<file path="src/rtl/timer_sequencer_pkg.sv">
// Shared types for the timer sequencer: FSM states, latched config
// and the config legality check used on the host handshake.
package timer_pkg;

  localparam int CNT_W = 32;

  typedef enum logic [1:0] {
    IDLE,
    LOAD,
    RUN,
    RELOAD
  } tseq_state_e;

  typedef struct packed {
    logic [CNT_W-1:0] period;
    logic [2:0]       step;
    logic             up;
    logic             oneshot;
  } tseq_cfg_t;

  // A down count must land exactly on 0, so P has to divide by step+1
  function automatic logic cfg_bad(input tseq_cfg_t c);
    logic [CNT_W-1:0] p;
    logic             rem;
    p = c.period;
    unique case (c.step)
      3'd0: rem = 1'b0;
      3'd1: rem = p[0];
      3'd2: rem = (p % 32'd3) != '0;
      3'd3: rem = |p[1:0];
      3'd4: rem = (p % 32'd5) != '0;
      3'd5: rem = (p % 32'd6) != '0;
      3'd6: rem = (p % 32'd7) != '0;
      3'd7: rem = |p[2:0];
    endcase
    return (p == '0) || (!c.up && rem);
  endfunction

endpackage

</file>
<file path="src/rtl/timer_sequencer_if.sv">
// Host config handshake for the timer sequencer.
// master = host register side, slave = sequencer.
interface timer_sequencer_if;
  import timer_pkg::*;

  logic             cfg_valid;
  logic             cfg_ready;
  logic [CNT_W-1:0] cfg_period;
  logic [2:0]       cfg_step;
  logic             cfg_up;
  logic             cfg_oneshot;

  modport master (
    output cfg_valid,
    output cfg_period,
    output cfg_step,
    output cfg_up,
    output cfg_oneshot,
    input  cfg_ready
  );

  modport slave (
    input  cfg_valid,
    input  cfg_period,
    input  cfg_step,
    input  cfg_up,
    input  cfg_oneshot,
    output cfg_ready
  );

endinterface

</file>
<file path="src/rtl/timer_sequencer.sv">
// Control FSM driving the external up/down saturating counter:
// one-shot / periodic timing, expiry count and sticky interrupt.
module timer_sequencer
  import timer_pkg::*;
#(
  parameter int EXP_W = 16
) (
  input  logic             clk,
  input  logic             reset,
  timer_sequencer_if.slave cfg,
  input  logic             stop,
  input  logic             irq_ack,
  input  logic             cnt_timer_event,
  output logic             cnt_enable,
  output logic             cnt_load,
  output logic [CNT_W-1:0] cnt_din,
  output logic [CNT_W-1:0] cnt_sat_count,
  output logic [2:0]       cnt_mode,
  output logic             cnt_up_down,
  output logic             busy,
  output logic             cfg_err,
  output logic             irq,
  output logic             overrun,
  output logic [EXP_W-1:0] exp_count
);

  tseq_state_e state;
  tseq_state_e state_n;
  tseq_cfg_t   cfg_q;
  tseq_cfg_t   cfg_in;
  logic        bad;
  logic        accept;
  logic        reject;
  logic        expire;

  assign cfg_in = '{
    period:  cfg.cfg_period,
    step:    cfg.cfg_step,
    up:      cfg.cfg_up,
    oneshot: cfg.cfg_oneshot
  };

  assign bad    = cfg_bad(cfg_in);
  assign accept = (state == IDLE) && cfg.cfg_valid && !bad;
  assign reject = (state == IDLE) && cfg.cfg_valid && bad;
  assign expire = (state == RUN) && cnt_timer_event;

  assign cnt_din       = cfg_q.up ? '0 : cfg_q.period;
  assign cnt_sat_count = cfg_q.period;
  assign cnt_mode      = cfg_q.step;
  assign cnt_up_down   = cfg_q.up;

  always_comb begin
    state_n = state;
    unique case (state)
      IDLE:   if (accept) state_n = LOAD;
      LOAD:   state_n = stop ? IDLE : RUN;
      RUN: begin
        if (stop)        state_n = IDLE;
        else if (expire) state_n = cfg_q.oneshot ? IDLE : RELOAD;
      end
      RELOAD: state_n = stop ? IDLE : RUN;
      default: state_n = IDLE;
    endcase
  end

  always_ff @(posedge clk or posedge reset) begin
    if (reset) begin
      state         <= IDLE;
      cfg_q         <= '0;
      cfg.cfg_ready <= 1'b1;
      busy          <= 1'b0;
      cnt_load      <= 1'b0;
      cnt_enable    <= 1'b0;
      cfg_err       <= 1'b0;
      irq           <= 1'b0;
      overrun       <= 1'b0;
      exp_count     <= '0;
    end else begin
      state         <= state_n;
      cfg.cfg_ready <= state_n == IDLE;
      busy          <= state_n != IDLE;
      cnt_load      <= (state_n == LOAD) || (state_n == RELOAD);
      cnt_enable    <= state_n == RUN;
      cfg_err       <= reject;
      if (accept) cfg_q <= cfg_in;
      if (accept)
        exp_count <= '0;
      else if (expire && (exp_count != '1))
        exp_count <= exp_count + 1'b1;
      // A new expiry beats a simultaneous ack
      if (expire) begin
        irq <= 1'b1;
        if (!irq_ack) overrun <= overrun | irq;
      end else if (irq_ack) begin
        irq     <= 1'b0;
        overrun <= 1'b0;
      end
    end
  end

endmodule
</file>
<file path="src/flat_wrapper.sv">
// flat-port wrapper written by rule: the top's interface ports become plain ports
module timer_sequencer_flat import timer_pkg::*;
#(
  parameter int EXP_W = 16
)
  (clk, reset, stop, irq_ack, cnt_timer_event, cnt_enable, cnt_load, cnt_din, cnt_sat_count, cnt_mode, cnt_up_down, busy, cfg_err, irq, overrun, exp_count, cfg_cfg_valid, cfg_cfg_period, cfg_cfg_step, cfg_cfg_up, cfg_cfg_oneshot, cfg_cfg_ready);
  timer_sequencer_if cfg_i ();
  input  logic clk;
  input  logic reset;
  input  logic stop;
  input  logic irq_ack;
  input  logic cnt_timer_event;
  output logic cnt_enable;
  output logic cnt_load;
  output logic [CNT_W-1:0] cnt_din;
  output logic [CNT_W-1:0] cnt_sat_count;
  output logic [2:0] cnt_mode;
  output logic cnt_up_down;
  output logic busy;
  output logic cfg_err;
  output logic irq;
  output logic overrun;
  output logic [EXP_W-1:0] exp_count;
  input wire logic [$bits(cfg_i.cfg_valid)-1:0] cfg_cfg_valid;
  input wire logic [$bits(cfg_i.cfg_period)-1:0] cfg_cfg_period;
  input wire logic [$bits(cfg_i.cfg_step)-1:0] cfg_cfg_step;
  input wire logic [$bits(cfg_i.cfg_up)-1:0] cfg_cfg_up;
  input wire logic [$bits(cfg_i.cfg_oneshot)-1:0] cfg_cfg_oneshot;
  output wire logic [$bits(cfg_i.cfg_ready)-1:0] cfg_cfg_ready;
  assign cfg_i.cfg_valid = cfg_cfg_valid;
  assign cfg_i.cfg_period = cfg_cfg_period;
  assign cfg_i.cfg_step = cfg_cfg_step;
  assign cfg_i.cfg_up = cfg_cfg_up;
  assign cfg_i.cfg_oneshot = cfg_cfg_oneshot;
  assign cfg_cfg_ready = cfg_i.cfg_ready;
  timer_sequencer #(.EXP_W(EXP_W)) u_core (.clk(clk), .reset(reset), .cfg(cfg_i), .stop(stop), .irq_ack(irq_ack), .cnt_timer_event(cnt_timer_event), .cnt_enable(cnt_enable), .cnt_load(cnt_load), .cnt_din(cnt_din), .cnt_sat_count(cnt_sat_count), .cnt_mode(cnt_mode), .cnt_up_down(cnt_up_down), .busy(busy), .cfg_err(cfg_err), .irq(irq), .overrun(overrun), .exp_count(exp_count));
endmodule
</file>
<file path="config.mk">
export PLATFORM = sky130hd
export DESIGN_NAME = timer_sequencer_flat
export DESIGN_NICKNAME = d
export VERILOG_FILES = /design/src/rtl/timer_sequencer_pkg.sv /design/src/rtl/timer_sequencer_if.sv /design/src/rtl/timer_sequencer.sv /design/src/flat_wrapper.sv
export SDC_FILE = /design/constraint.sdc
export NUM_CORES = 1
export LEC_CHECK = 0
export CAP_MARGIN = 10
export CORE_MARGIN = 8
export CORE_UTILIZATION = 40
export DETAILED_ROUTE_END_ITERATION = 7
export HOLD_SLACK_MARGIN = 0.15
export SKIP_LAST_GASP = 1
export SLEW_MARGIN = 20
export SYNTH_ARGS = -nofsm -noshare
export SYNTH_HDL_FRONTEND = slang
export SYNTH_SLANG_ARGS = --single-unit
</file>
<file path="constraint.sdc">
create_clock -name clk -period 2.8 [get_ports clk]
set_clock_uncertainty 0.05 [all_clocks]
set_input_delay 0.56 -clock clk [delete_from_list [all_inputs] [get_ports clk]]
set_output_delay 0.56 -clock clk [all_outputs]
set_load 0.1 [all_outputs]
</file>
After elaboration in Yosys (flattened, before gate mapping):

Cells that the tools add are included.

* register bits after elaboration: 62
* input bits: 43
* logic and storage cells: 73

* $add $sub $neg: 1
* div/mod/pow operators: 4
* equality and inequality tests: 15
* multiplexer cells: 14
* bitwise gates (word level): 1
* reductions and logical operators: 25

Operators with widths (number)
* $reduce_bool 32->1: 4
* $mod 32x3->32 const B: 3
* $logic_not 32->1: 1
* $mod 32x2->32 const B: 1
* $mux 16: 2
* $mux 32: 1
* $add 16x1->16 const B: 1
* $ne 16x16->1 const B: 1
* $eq 3x3->1 const B: 4
* $mux 2: 5
* $eq 2x2->1 const B: 4
* $pmux 1 s8: 1
* $eq 3x2->1 const B: 2
* $logic_and 1x1->1: 6
* $pmux 2 s3: 1
* $reduce_bool 2->1: 3
* $eq 2x1->1 const B: 2
* $logic_not 2->1: 2
* $mux 1: 4
* $reduce_or 2->1: 2
* $eq 3x1->1 const B: 1
* $logic_not 3->1: 1
* $reduce_or 3->1: 1
* $logic_not 1->1: 2
* other kinds (4): 5

Longest topological paths before layout:

* depth in word-level cells: 11
* mapped depth: 54
* mapped depth without buffers: 43

Worst setup path before layout:

No wires, ideal clock.

* path type: input to register
* start point: input cfg_cfg_period[27]
* end point: register u_core.cfg_q (netlist bit u_core.cnt_sat_count[10])
* data arrival time: 11047 ps
* data required time: 2625 ps
* slack: -8422 ps
* stages: 49
* buffers on the path: 8
* cell sequence: buf_6 > or4b_4 > o221ai_1 > o31a_1 > nor2_2 > a32oi_1 > nand2_2 > xnor2_1 > a311o_1 > a21o_1 > maj3_2 > o211ai_2 > nand2_2 > o311a_1 > o21a_2 > buf_4 > mux2i_1 > nor4_1 > [... 13 more ...] > buf_2 > mux2_1 > mux2_2 > nand2_1 > o21ai_1 > ha_1 > nand2_1 > nor2_1 > a41o_1 > or3b_1 > o22ai_1 > nor4b_1 > o41a_1 > nor2_2 > o21ai_2 > buf_6 > buf_6 > mux2_4

* word-level cells in the longest chain between the ends: 7
* elaborated cells on any way between the ends: 14
* classes of those cells: div (4); mux (1); reduce/logical (9)

Ends and longest elaborated chain
* from (decl): RTL line flat_wrapper.sv:25 `input wire logic [$bits(cfg_i.cfg_period)-1:0] cfg_cfg_period;`
* $mod 32x3->32, or another cell as far along: RTL line timer_sequencer_pkg.sv:33 `3'd6: rem = (p % 32'd7) != '0;`
* $reduce_bool 32->1, on equally long branches
* $pmux 1 s8: RTL line timer_sequencer_pkg.sv:26 `unique case (c.step)`
* $logic_and 1x1->1: RTL line timer_sequencer_pkg.sv:36 `return (p == '0) || (!c.up && rem);`
* $logic_or 1x1->1 *: RTL line timer_sequencer_pkg.sv:36
* $logic_not 1->1 *: RTL line timer_sequencer.sv:44 `assign accept = (state == IDLE) && cfg.cfg_valid && !bad;`
* $logic_and 1x1->1 *: RTL line timer_sequencer.sv:44
* to (signal assigned): RTL line timer_sequencer.sv:86 `if (accept) cfg_q <= cfg_in;`
* to (decl): RTL line timer_sequencer.sv:29 `tseq_cfg_t cfg_q;`

Mark *: on every way between the ends. The rest lies on a longest branch, timed or not.
A chain may end at the register's enable or synchronous reset.

Final worst setup path:

* start point: input cfg_cfg_period[26]
* end point: register u_core.cfg_err

* word-level cells in the longest chain between the ends: 6
* elaborated cells on any way between the ends: 13
* classes of those cells: div (4); mux (1); reduce/logical (8)

Ends and longest elaborated chain
* $mod 32x3->32, or another cell as far along: RTL line timer_sequencer_pkg.sv:33
* $reduce_bool 32->1, on equally long branches
* $pmux 1 s8: RTL line timer_sequencer_pkg.sv:26
* $logic_and 1x1->1: RTL line timer_sequencer_pkg.sv:36
* $logic_or 1x1->1 *: RTL line timer_sequencer_pkg.sv:36
* $logic_and 1x1->1 *: RTL line timer_sequencer.sv:45 `assign reject = (state == IDLE) && cfg.cfg_valid && bad;`
* via u_core.reject: RTL line timer_sequencer.sv:33 `logic reject;`
* to (signal assigned): RTL line timer_sequencer.sv:85 `cfg_err <= reject;`
* to (decl): RTL line timer_sequencer.sv:21 `output logic cfg_err,`

Mark *: on every way through the listed nets, which the timed path passes. The rest lies on a longest branch.

==> impl_metrics.csv <==
group,metric,value,unit
power,power.share.switching,54.2,%
power,combPwrFrac,89.0,%
yosys,synth-main-ff-cell,"sky130_fd_sc_hd__dfrtp_1",
power,power.density_cell_area,1080,nW/um^2
final_layout,layout.cells.most_common,"sky130_fd_sc_hd__buf_4",
power,finalPower,24.5,mW
grt,grt_antenna_before_repair,0,
yosys,synth.ff_latch_count,61,
critical_path,critPathMostFrequentCell,"sky130_fd_sc_hd__buf_4",
clocking,clk-insertion-delay-late,330,ps
detailed_routing,number_of_detailed_route_iterations_in_the_first_pass,6,
power,p_int,11.2,mW
final_layout,final-seq-area,1530,um^2
critical_path,path_delay_family,"compound AO/OA/AOI/OAI gates",
place,port-buffer-count,133,
sta,rsz0062_at_grt,"true",
yosys,mappedNetlistArea,13200,um^2
final_layout,multi_input_combinational_cell_area,12900,um^2
grt,gr-usage-all-layers,26.9,%
hold_path,hold-path-cell-count,1,
final_layout,nFillCells,2522,
yosys,syn-num-nets,1859,
final_layout,postLayoutCoreUtil,69.9,%
sta,finalWorstPathRequiredPeriod,11360,ps
place,detailedPlacementHpwl,40.5,mm
sta,final_min_period_over_clock_period,406,%
outcome,run_status,"finished with violations",
clocking,cts_num_sinks,61,
die,io-pin-count,134,
yosys,synth.top_cell.area_share,11.3,%
critical_path,crit_arrival,11530,ps
clocking,h-tree-depth,3,
final_layout,final_layout_size_suffix_gt1_share,53.3,%
yosys,asyncSetResetFlopFracSynth,100,%
sta,slew_viol_final,0,
clocking,cts_hold_repair.buffers,0,
outcome,violations,"setup timing",
critical_path,startpoint_type,"input pin",
critical_path,worstPathMaxFanout,6,
sta,finalSetupViolCount,57,
yosys,syn_inst_count,1807,
power,peakVddDrop,0.00102,V
hold_path,hold_start,"u_core.cfg_q[0]",
final_layout,layout_common_cells,"sky130_fd_sc_hd__buf_4, sky130_fd_sc_hd__nand2_1, sky130_fd_sc_hd__nor2_1",
die,start_util,40.7,%
critical_path,critPathSlowestCell,"sky130_fd_sc_hd__o311a_4",
clocking,cts_buffers,9,
final_layout,final-instance-count-excl-fill,2957,
detailed_routing,final_antenna_net_count,0,
clocking,cts-root-buf,"sky130_fd_sc_hd__clkbuf_16",
detailed_routing,routed_wire_length_per_instance,19.5,um
yosys,synthesis.yosys.warnings,0,
detailed_routing,drt-vias-per-instance,6.12,
die,rows,66,
critical_path,worst_ep_required_time,2970,ps
yosys,post_synth.cell_area_avg,7.33,um^2
detailed_routing,routed-via-count,18100,
grt,grt_start_max_net_pins,35,
yosys,synth_top_cell_by_area,"sky130_fd_sc_hd__dfrtp_1",
critical_path,critical_path_buf_inv_count,19,
grt,via_count_of_the_first_global_routing_pass,17500,
sta,postLayoutSetupSlackWorst,-8560,ps
power,netSwitchingPower,13.3,mW
grt,grt_pass1_wl,89.5,mm
critical_path,path_class,"in2reg",
yosys,synth_enable_flop_cells,0,
yosys,ys_seq_area_share,11.5,%
grt,overflow,0,
final_layout,finish.net_count,2561,
yosys,synth.lib_cells_used.distinct,128,
place,placed_cells,2798,
critical_path,end_kind,"register",
power,sequentialPowerShare,6.6,%
critical_path,crit_path_max_incr_delay,390,ps
power,clkPwrFrac,4.4,%
critical_path,ff2ff_setup_slack,510,ps
hold_path,hp_class,"reg2reg",
die,placeableCoreArea,32500,um^2
yosys,ys_top_cells_by_area,"sky130_fd_sc_hd__dfrtp_1, sky130_fd_sc_hd__nand2_1, sky130_fd_sc_hd__nor2_1, sky130_fd_sc_hd__a21oi_1, sky130_fd_sc_hd__a211oi_1",
die,die_width,198,um
detailed_routing,routed_wl,57.6,mm
detailed_routing,post_detailed_route_drc_marker_count,0,
sta,number_of_hold_slack_violations_in_the_final_timing_report,0,
critical_path,worstRegToRegCells,11,
die,die_h,198,um
clocking,max-clock-path-buffers,2,
place,gp_routability_congestion,0.941,
die,floorplan.die_area,39200,um^2
critical_path,timing.rr.start,"u_core.exp_count[6]",
final_layout,areaGrowthSynthToFinish,71.8,%
sta,max_freq,0.0881,GHz
critical_path,worst_r2r_endpoint,"u_core.exp_count[11]",
detailed_routing,drt_first_iter_violations,1523,
sta,timing_worst_slew_pin_value,753,ps
power,p_leak,9.79,nW
flow_run,timing.max_cap.violations,0,
clocking,cts_tree,"done",
clocking,path_clk_slew,70,ps
hold_path,worst_hold_endpoint,"u_core.cnt_load",
sta,timing.max_slew.rel_slack,49.8,%
==> layout make-up <==
type	instances	area share (%)
timing repair buffer	872	32.1
multi-input combinational	1512	56.6
tap	442	2.43
clock buffer	9	0.990
clock inverter	7	0.264
antenna	1	0.0110
sequential	61	6.72
inverter	53	0.902
==> power by group through the flow <==
stage / Combinational, mW / Sequential, mW / Clock [mW]
floorplan: 12.1 / 1.71 / 0
global route: 22.9 / 1.65 / 1.13
global placement: 17.6 / 1.60 / 0
finish: 21.8 / 1.61 / 1.09
detailed placement: 17.8 / 1.61 / 0
CTS: 20.1 / 1.60 / 1.09
==> worst register-to-register path, cell delays in order (launching register included) <==
cell	delay [ps]
sky130_fd_sc_hd__dfrtp_1	430
sky130_fd_sc_hd__nand3_1	140
sky130_fd_sc_hd__nor2_1	210
sky130_fd_sc_hd__nand4_1	160
sky130_fd_sc_hd__nor2_1	190
sky130_fd_sc_hd__a31oi_1	180
sky130_fd_sc_hd__and3_1	260
sky130_fd_sc_hd__nand2b_1	130
sky130_fd_sc_hd__inv_1	90
sky130_fd_sc_hd__nand3_1	100
sky130_fd_sc_hd__xnor2_1	140
sky130_fd_sc_hd__and2_4	160
==> routing by layer <==
| layer | global-route usage [%] | wire length (um) |
|---|---|---|
| met5 | 0 | 0 |
| met4 | 7.30 | 1180 |
| met3 | 2.50 | 3320 |
| met2 | 46.6 | 27900 |
| met1 | 35.3 | 25200 |
==> worst max path at each step <==
stage                        from                        to  cells after the start
2_1_floorplan  cfg_cfg_period[27]  u_core.cnt_sat_count[10]                     48
3_3_place_gp   cfg_cfg_period[29]  u_core.cnt_sat_count[27]                     51
3_5_place_dp   cfg_cfg_period[27]  u_core.cnt_sat_count[30]                     49
4_1_cts        cfg_cfg_period[27]   u_core.cnt_sat_count[2]                     50
5_1_grt        cfg_cfg_period[26]            u_core.cfg_err                     61
6_report       cfg_cfg_period[26]            u_core.cfg_err                     61
==> kinds of logic after synthesis <==
logic type                 share of synthesized area, %
xor gates and xnor gates                           3.08
muxes                                              6.77
DFF                                                11.5
buffers and inverters                              9.04
AOI/OAI and AO/OA                                  39.7
and+or+nand+nor                                    28.6
adders and majority gates                          1.17
==> repair_timing <==
action	CTS	global route
resized for setup	269	192
pin swaps	144	97
endpoints found under the setup margin	57	57
buffers inserted	92	43
cloned	12	2
==> synthesized netlist by cell type, types with 12 or more instances <==
cell type	number
sky130_fd_sc_hd__or3_1	15
sky130_fd_sc_hd__and3_1	17
sky130_fd_sc_hd__and2_1	35
sky130_fd_sc_hd__o21a_1	20
sky130_fd_sc_hd__a21o_1	21
sky130_fd_sc_hd__o2111ai_1	17
sky130_fd_sc_hd__a21oi_1	102
sky130_fd_sc_hd__a221oi_1	15
sky130_fd_sc_hd__nand2_1	149
sky130_fd_sc_hd__mux2_2	14
sky130_fd_sc_hd__a211o_1	17
sky130_fd_sc_hd__xnor2_1	36
sky130_fd_sc_hd__nor3_1	61
sky130_fd_sc_hd__buf_6	15
sky130_fd_sc_hd__buf_2	26
sky130_fd_sc_hd__mux2i_1	24
sky130_fd_sc_hd__mux2_4	19
sky130_fd_sc_hd__nor2b_1	37
sky130_fd_sc_hd__a31oi_1	26
sky130_fd_sc_hd__o21ai_0	64
sky130_fd_sc_hd__nor4_1	32
sky130_fd_sc_hd__o311a_1	13
sky130_fd_sc_hd__o31ai_1	17
sky130_fd_sc_hd__buf_4	45
sky130_fd_sc_hd__a221o_1	14
sky130_fd_sc_hd__dfrtp_1	60
sky130_fd_sc_hd__nand3_1	75
sky130_fd_sc_hd__o22ai_1	14
sky130_fd_sc_hd__o211ai_1	26
sky130_fd_sc_hd__o21ai_1	19
sky130_fd_sc_hd__clkbuf_1	83
sky130_fd_sc_hd__buf_1	12
sky130_fd_sc_hd__mux2_1	17
sky130_fd_sc_hd__a32oi_1	18
sky130_fd_sc_hd__nand4_1	40
sky130_fd_sc_hd__inv_1	45
sky130_fd_sc_hd__a211oi_1	53
sky130_fd_sc_hd__nor2_1	149
==> flip-flops by register name (all words and copies together) (netlist names) <==
name	flops
u_core.cnt_sat_count	32
u_core.exp_count	16
u_core.cnt_mode	3
u_core.busy	1
u_core.cfg.cfg_ready	1
u_core.cfg_err	1
u_core.cfg_q	1
u_core.cnt_enable	1
u_core.cnt_load	1
u_core.cnt_up_down	1
u_core.irq	1
u_core.overrun	1
u_core.state	1
==> through the flow <==
step                worst slack [ps]  hold slack [ps]  TNS (ps)  instance area [um^2]
finish                         -8560              455   -482760                 22700
floorplan                      -7960              401   -448120                 13800
global route                   -8960              475   -504560                 22700
detailed placement             -9130              436   -515020                 19100
CTS                            -8160              448   -459390                 21500
global placement               -8930              435   -504090                 19100
Note: power is estimated with default switching activity, not from simulation.
